### config.mk
export PLATFORM = sky130hd
export DESIGN_NAME = bin_to_bcd_seq
export DESIGN_NICKNAME = d
export VERILOG_FILES = /design/src/rtl/bin_to_bcd_seq.sv
export SDC_FILE = /design/constraint.sdc
export NUM_CORES = 1
export LEC_CHECK = 0
export ABC_CLOCK_PERIOD_IN_PS = 3500
export CAP_MARGIN = 5
export CORE_MARGIN = 2
export CORE_UTILIZATION = 57
export DETAILED_ROUTE_END_ITERATION = 8
export PLACE_DENSITY = 0.8
export SKIP_CTS_REPAIR_TIMING = 1
export SYNTH_ARGS = -nofsm -noshare
export SYNTH_HDL_FRONTEND = slang
export SYNTH_SLANG_ARGS = --single-unit
### constraint.sdc
create_clock -name clk -period 3.5 [get_ports clk]
set_input_delay 1.05 -clock clk [delete_from_list [all_inputs] [get_ports clk]]
set_output_delay 1.05 -clock clk [all_outputs]
set_load 0.02 [all_outputs]
### src/rtl/bin_to_bcd_seq.sv
// Sequential double-dabble binary-to-BCD converter, one input bit per clock,
// with valid/ready handshakes on both sides.

module bcd_digit_adj (
  input  logic [3:0] dig_i,
  output logic [3:0] dig_o
);
  assign dig_o = (dig_i >= 4'd5) ? dig_i + 4'd3 : dig_i;
endmodule

module bin_to_bcd_seq #(
  parameter int WIDTH  = 8,
  parameter int DIGITS = 3
) (
  input  logic                  clk,
  input  logic                  rst,
  input  logic                  in_valid,
  output logic                  in_ready,
  input  logic [WIDTH-1:0]      bin_in,
  output logic                  out_valid,
  input  logic                  out_ready,
  output logic [4*DIGITS-1:0]   bcd_out,
  output logic                  busy
);
  localparam int CW = $clog2(WIDTH + 1);
  localparam int BW = 4 * DIGITS;

  typedef enum logic [1:0] {IDLE, SHIFT, DONE} state_t;

  state_t            state_q, state_d;
  logic [WIDTH-1:0]  bin_sh_q, bin_sh_d;
  logic [BW-1:0]     bcd_sh_q, bcd_sh_d;
  logic [BW-1:0]     bcd_out_q, bcd_out_d;
  logic [CW-1:0]     cnt_q, cnt_d;
  logic [BW-1:0]     bcd_adj;
  logic [BW-1:0]     bcd_shifted;

  // All digits corrected in parallel from the pre-correction value.
  for (genvar g = 0; g < DIGITS; g++) begin : g_adj
    bcd_digit_adj u_adj (
      .dig_i (bcd_sh_q[4*g +: 4]),
      .dig_o (bcd_adj[4*g +: 4])
    );
  end

  assign bcd_shifted = {bcd_adj[BW-2:0], bin_sh_q[WIDTH-1]};

  always_ff @(posedge clk or posedge rst) begin
    if (rst) state_q <= IDLE;
    else     state_q <= state_d;
  end

  always_ff @(posedge clk or posedge rst) begin
    if (rst) begin
      bin_sh_q  <= '0;
      bcd_sh_q  <= '0;
      bcd_out_q <= '0;
      cnt_q     <= '0;
    end else begin
      bin_sh_q  <= bin_sh_d;
      bcd_sh_q  <= bcd_sh_d;
      bcd_out_q <= bcd_out_d;
      cnt_q     <= cnt_d;
    end
  end

  always_comb begin
    state_d   = state_q;
    bin_sh_d  = bin_sh_q;
    bcd_sh_d  = bcd_sh_q;
    bcd_out_d = bcd_out_q;
    cnt_d     = cnt_q;
    case (state_q)
      IDLE: begin
        if (in_valid) begin
          bin_sh_d = bin_in;
          bcd_sh_d = '0;
          cnt_d    = CW'(WIDTH);
          state_d  = SHIFT;
        end
      end
      SHIFT: begin
        bcd_sh_d = bcd_shifted;
        bin_sh_d = bin_sh_q << 1;
        cnt_d    = cnt_q - CW'(1);
        // Output register only updates on completion, so it holds the last
        // result through the next conversion.
        if (cnt_q == CW'(1)) begin
          bcd_out_d = bcd_shifted;
          state_d   = DONE;
        end
      end
      DONE: begin
        if (out_ready) state_d = IDLE;
      end
      default: state_d = IDLE;
    endcase
  end

  assign in_ready  = (state_q == IDLE);
  assign busy      = (state_q == SHIFT);
  assign out_valid = (state_q == DONE);
  assign bcd_out   = bcd_out_q;

endmodule
Yosys cells after proc, flatten, opt, wreduce, memory -nomap -nowiden
Cells that the tools add are included.
- bits in registers: 38
- logic and storage cells: 36
- muxes and demuxes: 13
- magnitude comparators: 3
- add/subtract/negate cells: 4
- equal/unequal tests: 6
- reductions and logical operators: 5
- operators with widths (cell ; count):
    $pmux 12 s2 ; 1
    $pmux 8 s2 ; 1
    $ge 4x3->1 const B ; 3
    $mux 12 ; 1
    $mux 4 ; 3
    $add 4x2->4 const B ; 2
    $mux 8 ; 1
    $pmux 4 s2 ; 1
    $mux 2 ; 3
    $pmux 2 s3 ; 1
    $eq 4x1->1 const B ; 1
    $ne 2x1->1 const B ; 2
    $reduce_and 2->1 ; 2
    $sub 4x1->4 const B ; 1
    $add 3x2->3 const B ; 1
    $mux 3 ; 1
    $reduce_and 3->1 ; 1
    $eq 2x1->1 const B ; 1
    $eq 2x2->1 const B ; 1
    $logic_not 2->1 ; 1
    $ne 2x2->1 const B ; 1
    $reduce_bool 2->1 ; 1

Logic depth before layout (Yosys ltp)
Gate-level depths: netlist of run 1.
- depth after elaboration: 3
- gate-level depth with buffers: 7
- depth with buffers taken out: 6

By module
A second synthesis of run 1 with hierarchy kept.
- cells, all modules: 173
- area total of the unflattened synthesis: 1925.6 sq um
- by module, submodules not included (module ; area an instance (sq um) ; instances ; seq. area each (sq um) ; cells each):
    bin_to_bcd_seq ; 1621.6 ; 1 ; 950.9 ; 125
    bcd_digit_adj ; 101.3 ; 3 ; 0.0 ; 16

Least setup slack after synthesis of run 1
OpenSTA, ideal clock, no wires.
- kind: register to output
- start point: reg state_q[1]
- end point: out out_valid
- stages on the path, launching flop included: 3
- slack: 1.419 ns
- arrival time: 1.031 ns
- cell sequence: dfrtp_1 clkbuf_1 nor2b_1
- cells in the longest elaborated chain, start to end: 1
- RTL lines (element ; RTL line ; RTL):
    start: declaration ; 30 ; state_t state_q, state_d;
    start signal: assignment ; 50 ; else state_q <= state_d;
    $eq 2x2->1 ; 102 ; assign out_valid = (state_q == DONE);
    end: declaration ; 20 ; output logic out_valid,
No other way between the ends.

Final worst setup path of run 1
- start point: reg state_q[1]
- end point: out busy
- cells in the longest elaborated chain, start to end: 1
- RTL lines (element ; RTL line ; RTL):
    $eq 2x1->1 ; 101 ; assign busy = (state_q == SHIFT);
    end: declaration ; 23 ; output logic busy
No other way between the ends.

==> results of run 1 <==
[layout by cell type (no fill, tap or decap), types with 4 or more instances in the layout]
cell type        synthesis  routed
ha_1                     8       8
a22o_1                   8       8
and3b_1                  7       7
clkdlybuf4s50_1          0      26
nand2_1                 15      15
buf_4                    0       4
mux2_2                   8       8
o21ai_0                 20      20
nor2_1                   8       8
dfrtp_1                 38      38
nor3_1                   5       5
clkbuf_4                 0       5
a21oi_1                 15      15
inv_1                   10      10
[worst reg2reg max path, cell delays in order (launching register included)]
cell and delay, ps:
dfrtp_1 380, buf_4 230, nand2_1 140, nor4_4 650
mux2_2 420
[registers in the layout, indices dropped and copies added, names as in the netlist]
signal,count
bcd_out,12
state_q,2
bin_sh_q,8
bcd_sh_q,12
cnt_q,4
[power by group through the flow]
stage               sequential, mW  clock [mW]  combinational [mW]
floorplan                    0.851           0               0.597
global placement             0.791           0               0.937
detailed placement           0.804           0               0.982
CTS                          0.797       0.246               0.988
global route                 0.826       0.269                1.09
finish                       0.797       0.242               0.980
[final timing paths]
check                      slack (ps)  depth (start not counted)     endpoint
setup reg to reg                 1580                          4   bcd_out[2]
setup / recovery                  320                          3         busy
min in group asynchronous        1140                          3  bcd_sh_q[9]
max in group asynchronous        2030                          3  bin_sh_q[0]
hold reg to reg                   510                          2  bin_sh_q[5]
hold / removal                    510                          2  bin_sh_q[5]
[kinds of logic (layout without fill, tap and decap cells)]
| group | after synthesis | in the layout |
|---|---|---|
| AOI/OAI and AO/OA | 49 | 49 |
| xor gates and xnor gates | 3 | 3 |
| adders and majority gates | 8 | 8 |
| buffers and inverters | 18 | 49 |
| DFF | 38 | 38 |
| muxes | 11 | 11 |
| and+or+nand+nor | 48 | 48 |
[per-layer routing]
layer | wire length [um] | share of wire [%] | GRT usage [%]
met2 | 1810 | 50 | 39.0
met1 | 1620 | 45 | 28.7
met3 | 132 | 3.7 | 5.88
met5 | 0 | 0 | 0
met4 | 35 | 0.97 | 8.07
[metrics by stage]
stage / power, mW / setup WS [ps]
finish: 2.02 / 319
global route: 2.18 / 152
CTS: 2.03 / 182
detailed placement: 1.79 / 568
global placement: 1.73 / 623
floorplan: 1.45 / 1420
[layout make-up]
class | count | area, um^2 | area share, %
timing repair buffer | 30 | 290 | 13.1
multi-input combinational | 119 | 826 | 37.1
tap | 44 | 55.1 | 2.48
clock inverter | 1 | 5.00 | 0.225
sequential | 38 | 951 | 42.8
clock buffer | 7 | 55.1 | 2.48
inverter | 11 | 41.3 | 1.86
==> out/metrics.cfg, run 1 <==
[status]
status = finished, final reports clean

[flow_run]
max_cap_violations = 0

[yosys]
syn_inst = 175
synth_edf_count = 0
synth_xor_area_share_pct = 1.42
synthSimpleGateAreaFrac_pct = 15.3
yosys-top-cells-count = 38 x dfrtp_1, 20 x o21ai_0, 15 x a21oi_1, 15 x nand2_1, 10 x inv_1
muxShareOfSynthArea_pct = 6.48
synth_area_um2 = 1850
syn-num-nets = 195
synth_top_area_share_pct = 51.3
yosysMostFrequentCell = dfrtp_1
yosys_warnings = 0
synth_compound_area_share_pct = 15.9
ys_types = 28
synth_area_leaders = dfrtp_1 51%, ha_1 5.4%, o21ai_0 5.4%, mux2_2 4.9%, a21oi_1 4.1%
async_flop_share_pct = 100
synthAdderAreaFrac_pct = 5.40
synth_top_area_cell = dfrtp_1
syn_area_per_cell_um2 = 10.6
ys.flop_type = dfrtp_1
synth_top_family_by_area = compound AO/OA/AOI/OAI gates
seq_area_frac_synth_pct = 51.3
ys_seq_elements = 38

[pwr]
peakVddDrop_mv = 0.404
switching_power_mw = 0.813
power_leakage_nw = 1.02
power_frac_seq_pct = 39.5
power.share.switching_pct = 40.3
p_comb_share_pct = 48.5
power.density_nw_per_um2 = 908
p_clk_share_pct = 12.0
internal-power_mw = 1.21

[finish]
finalNonFillerCells = 250
nets = 225
fin_area_um2 = 2220
area_delta_synth_final_pct = 20.0
post-route-util_pct = 72.2
diodes = 0
nFillCells = 243
drive_gt1_share_pct = 13.1

[clocking]
cts_root_buf = clkbuf_4
cts_tree = yes
cts_sinks = 38
cts_buffers = 5
clk_latency_ps = 340
htreeDepth = 2
clk_pin_slew_ps = 110
clk_path_buf_depth = 2

[timing]
rsz0062_at_grt = false
finalSetupViolCount = 0
fin_skew_ps = 11.4
worst_pin_slew_ps = 841
fin_setup_tns_ps = 0
relSlewSlack_pct = 43.5
timing.hold.ws_ps = 507
fmax_ghz = 0.314
min_period_ps = 3180
finalHoldViolCount = 0
drv_slew = 0
fin_crit_sh_pct = 90.9

[setup_path]
r2r_start = state_q[0]
worst-setup-path-type = reg2out
cp.required_ps = 2450
crit_arrival_ps = 2130
cpLargestDelayFamily = buffers and inverters
cp_cell_sequence = nand2b_2 -> clkinv_1 -> clkdlybuf4s50_1
critPathBufInv = 2
startpoint = state_q[1]
worst-path-max-fanout = 14
worst_setup_path_start_kind = flop
cpPeakStageDelay_ps = 620
crit_slowest_cell = dfrtp_1
end_kind = output pin

[place]
dp.cells = 242
post_dp_cell_area_um2 = 2160
gp_congestion = 0.773
place_hpwl_um = 2570
io_buffers = 26

[detailed_routing]
wirelength_um = 3600
drc = 0
drt_first_pass_iters = 4
vias = 1387
drt_iter0_drc = 60
wire_per_inst_um = 14.4
viasPerCell = 5.55
drtAntennaViolNets = 0

[floorplanning]
dieHeight_um = 61.0
start_util_pct = 60.2
dieArea_um2 = 3720
io_pins = 27
num_rows = 20
die_w_um = 61.0
core_area_um2 = 3080

[global_route]
grt_pass1_vias = 1412
antenna_found_initial = 0
grt_remaining_overflow = 0
grt_use_total_pct = 23.0
grt_pass1_wl_um = 6190
grt_max_degree = 39

[worst_hold_path]
min_path_type = reg2reg
min_from = bin_sh_q[5]

No activity file was read; power rests on OpenSTA's default activity.
==> run 2: changes to the inputs <==
--- a/config.mk
+++ b/config.mk
@@ -9,8 +9,10 @@
 export CAP_MARGIN = 5
 export CORE_MARGIN = 2
 export CORE_UTILIZATION = 57
+export CTS_CLUSTER_SIZE = 24
 export DETAILED_ROUTE_END_ITERATION = 8
-export PLACE_DENSITY = 0.8
+export GPL_TIMING_DRIVEN = 1
+export PLACE_DENSITY = 0.93
 export SKIP_CTS_REPAIR_TIMING = 1
 export SYNTH_ARGS = -nofsm -noshare
 export SYNTH_HDL_FRONTEND = slang
==> run 2 against run 1 <==
Compared with the run above: die area is the same; maximum frequency increased by 3.1%; global-route usage fell by 0.35 points; routed wire length fell by 3.1%; clock power decreased by 2%; sequential share of layout area about the same; power down 0.99%; largest cell class unchanged.
==> out/metrics.cfg, run 2 (same netlist as run 1, synthesis figures left out) <==
[timing]
drv_slew = 0  ; unchanged
fin_crit_sh_pct = 88.1  ; -2.8 points
fin_skew_ps = 14.6  ; +3.16 ps
finalHoldViolCount = 0  ; unchanged
rsz0062_at_grt = false
worst_pin_slew_ps = 950  ; +109 ps
timing.hold.ws_ps = 504  ; -3.80 ps
min_period_ps = 3080  ; -96.9 ps
fmax_ghz = 0.324  ; +3.1%
fin_setup_tns_ps = 0  ; unchanged
finalSetupViolCount = 0  ; unchanged
relSlewSlack_pct = 36.6  ; -6.9 points
fin_ws_ps = 416  ; +96.9 ps

[floorplanning]
num_rows = 20  ; unchanged
start_util_pct = 60.2  ; unchanged
dieHeight_um = 61.0  ; unchanged
io_pins = 27  ; unchanged
core_area_um2 = 3080  ; unchanged
dieArea_um2 = 3720  ; unchanged
die_w_um = 61.0  ; unchanged

[global_route]
grt_remaining_overflow = 0  ; unchanged
grt_use_total_pct = 22.7  ; -0.35 points
grt_max_degree = 39  ; unchanged
grt_pass1_wl_um = 5980  ; -3.5%
antenna_found_initial = 0  ; unchanged
grt_pass1_vias = 1258  ; -11%

[place]
io_buffers = 26  ; unchanged
post_dp_cell_area_um2 = 2160  ; unchanged
place_hpwl_um = 2520  ; -1.6%
dp.cells = 242  ; unchanged
gp_congestion = 0.751  ; -2.9%
post-place-ws_ps = 706  ; +138 ps

[worst_hold_path]
min_from = bin_sh_q[6]
min_path_cells = 2  ; unchanged
min_path_type = reg2reg
hold_path_end = bin_sh_q[6]

[flow_run]
max_cap_violations = 0  ; unchanged

[detailed_routing]
viasPerCell = 5.42  ; -2.4%
drt_iter0_drc = 37  ; -38%
drc = 0  ; unchanged
drt_first_pass_iters = 4  ; unchanged
vias = 1354  ; -2.4%
wirelength_um = 3490  ; -3.1%
drtAntennaViolNets = 0  ; unchanged
wire_per_inst_um = 14.0  ; -3.1%

[setup_path]
r2r_end = cnt_q[3]
end_kind = output pin
rrSetupSlack_ps = 1710  ; +130 ps
cp.required_ps = 2450  ; about the same
worst-setup-path-type = reg2out
r2r_start = state_q[0]
reg2reg_depth = 4  ; unchanged
startpoint = state_q[1]
crit_arrival_ps = 2030  ; -100 ps
worst_setup_path_start_kind = flop
worst-path-max-fanout = 11  ; -3

[finish]
nFillCells = 244  ; +0.41%
multi_input_area_um2 = 823  ; -0.30%
fin_area_um2 = 2220  ; -0.11%
seqCellArea_um2 = 951  ; unchanged
finalNonFillerCells = 250  ; unchanged
final_cell_mix = 38 x dfrtp_1, 26 x clkdlybuf4s50_1, 20 x o21ai_0, 15 x a21oi_1, 15 x nand2_1
final_common_cell = dfrtp_1
drive_gt1_share_pct = 12.6  ; -0.49 points
post-route-util_pct = 72.2  ; -0.081 points
nets = 225  ; unchanged
diodes = 0  ; unchanged
area_delta_synth_final_pct = 19.9

[pwr]
switching_power_mw = 0.798  ; -1.8%
internal-power_mw = 1.20  ; -0.42%
p_comb_share_pct = 48.6  ; about the same
p_clk_share_pct = 11.9  ; about the same
power.share.switching_pct = 39.9  ; -0.34 points
power.density_nw_per_um2 = 900  ; -0.88%
power_mw = 2.00  ; -0.99%
power_frac_seq_pct = 39.5  ; about the same
peakVddDrop_mv = 0.449  ; +11%
power_leakage_nw = 1.02  ; about the same

[clocking]
clk_path_buf_depth = 2  ; unchanged
clk_pin_slew_ps = 100  ; about the same
htreeDepth = 2  ; unchanged
cts_buffers = 5  ; unchanged
cts_root_buf = clkbuf_4
cts_tree = yes
clk_latency_ps = 350  ; about the same
cts_sinks = 38  ; unchanged

[status]
status = finished, final reports clean

-- run 2: area by class of cell --
class / count / area share (%)
Multi-Input combinational cell: 119 / 37.1
Clock inverter: 1 / 0.225
Sequential cell: 38 / 42.8
Inverter: 11 / 1.86
Timing Repair Buffer: 30 / 13.1
Tap cell: 44 / 2.48
Clock buffer: 7 / 2.48
-- run 2: how the worst max path moves through the flow --
stage	to	slack (ps)
4_1_cts	busy	410
2_1_floorplan	out_valid	1420
3_5_place_dp	cnt_q[3]	710
3_3_place_gp	cnt_q[3]	760
6_report	busy	420
5_1_grt	busy	260
-- run 2: power by group through the flow --
| stage | Sequential, mW | Combinational, mW | Clock, mW |
|---|---|---|---|
| CTS | 0.789 | 0.980 | 0.241 |
| global placement | 0.777 | 0.924 | 0 |
| detailed placement | 0.799 | 0.975 | 0 |
| floorplan | 0.851 | 0.597 | 0 |
| finish | 0.789 | 0.972 | 0.237 |
| global route | 0.817 | 1.09 | 0.259 |
-- run 2: worst max-delay path: stages, from the launching register on --
cell,delay (ps)
dfrtp_1,360
nand2b_1,370
clkinv_1,350
clkdlybuf4s50_1,620
-- run 2: routing by layer --
layer | vias to the layer above | global-route usage [%] | wire [um] | share of wire, %
met4 | 0 | 8.39 | 48 | 1.4
li1 | 675 | - | - | -
met3 | 6 | 7.56 | 194 | 5.6
met5 | - | 0 | 0 | 0
met1 | 634 | 27.9 | 1510 | 43
met2 | 39 | 37.3 | 1740 | 50
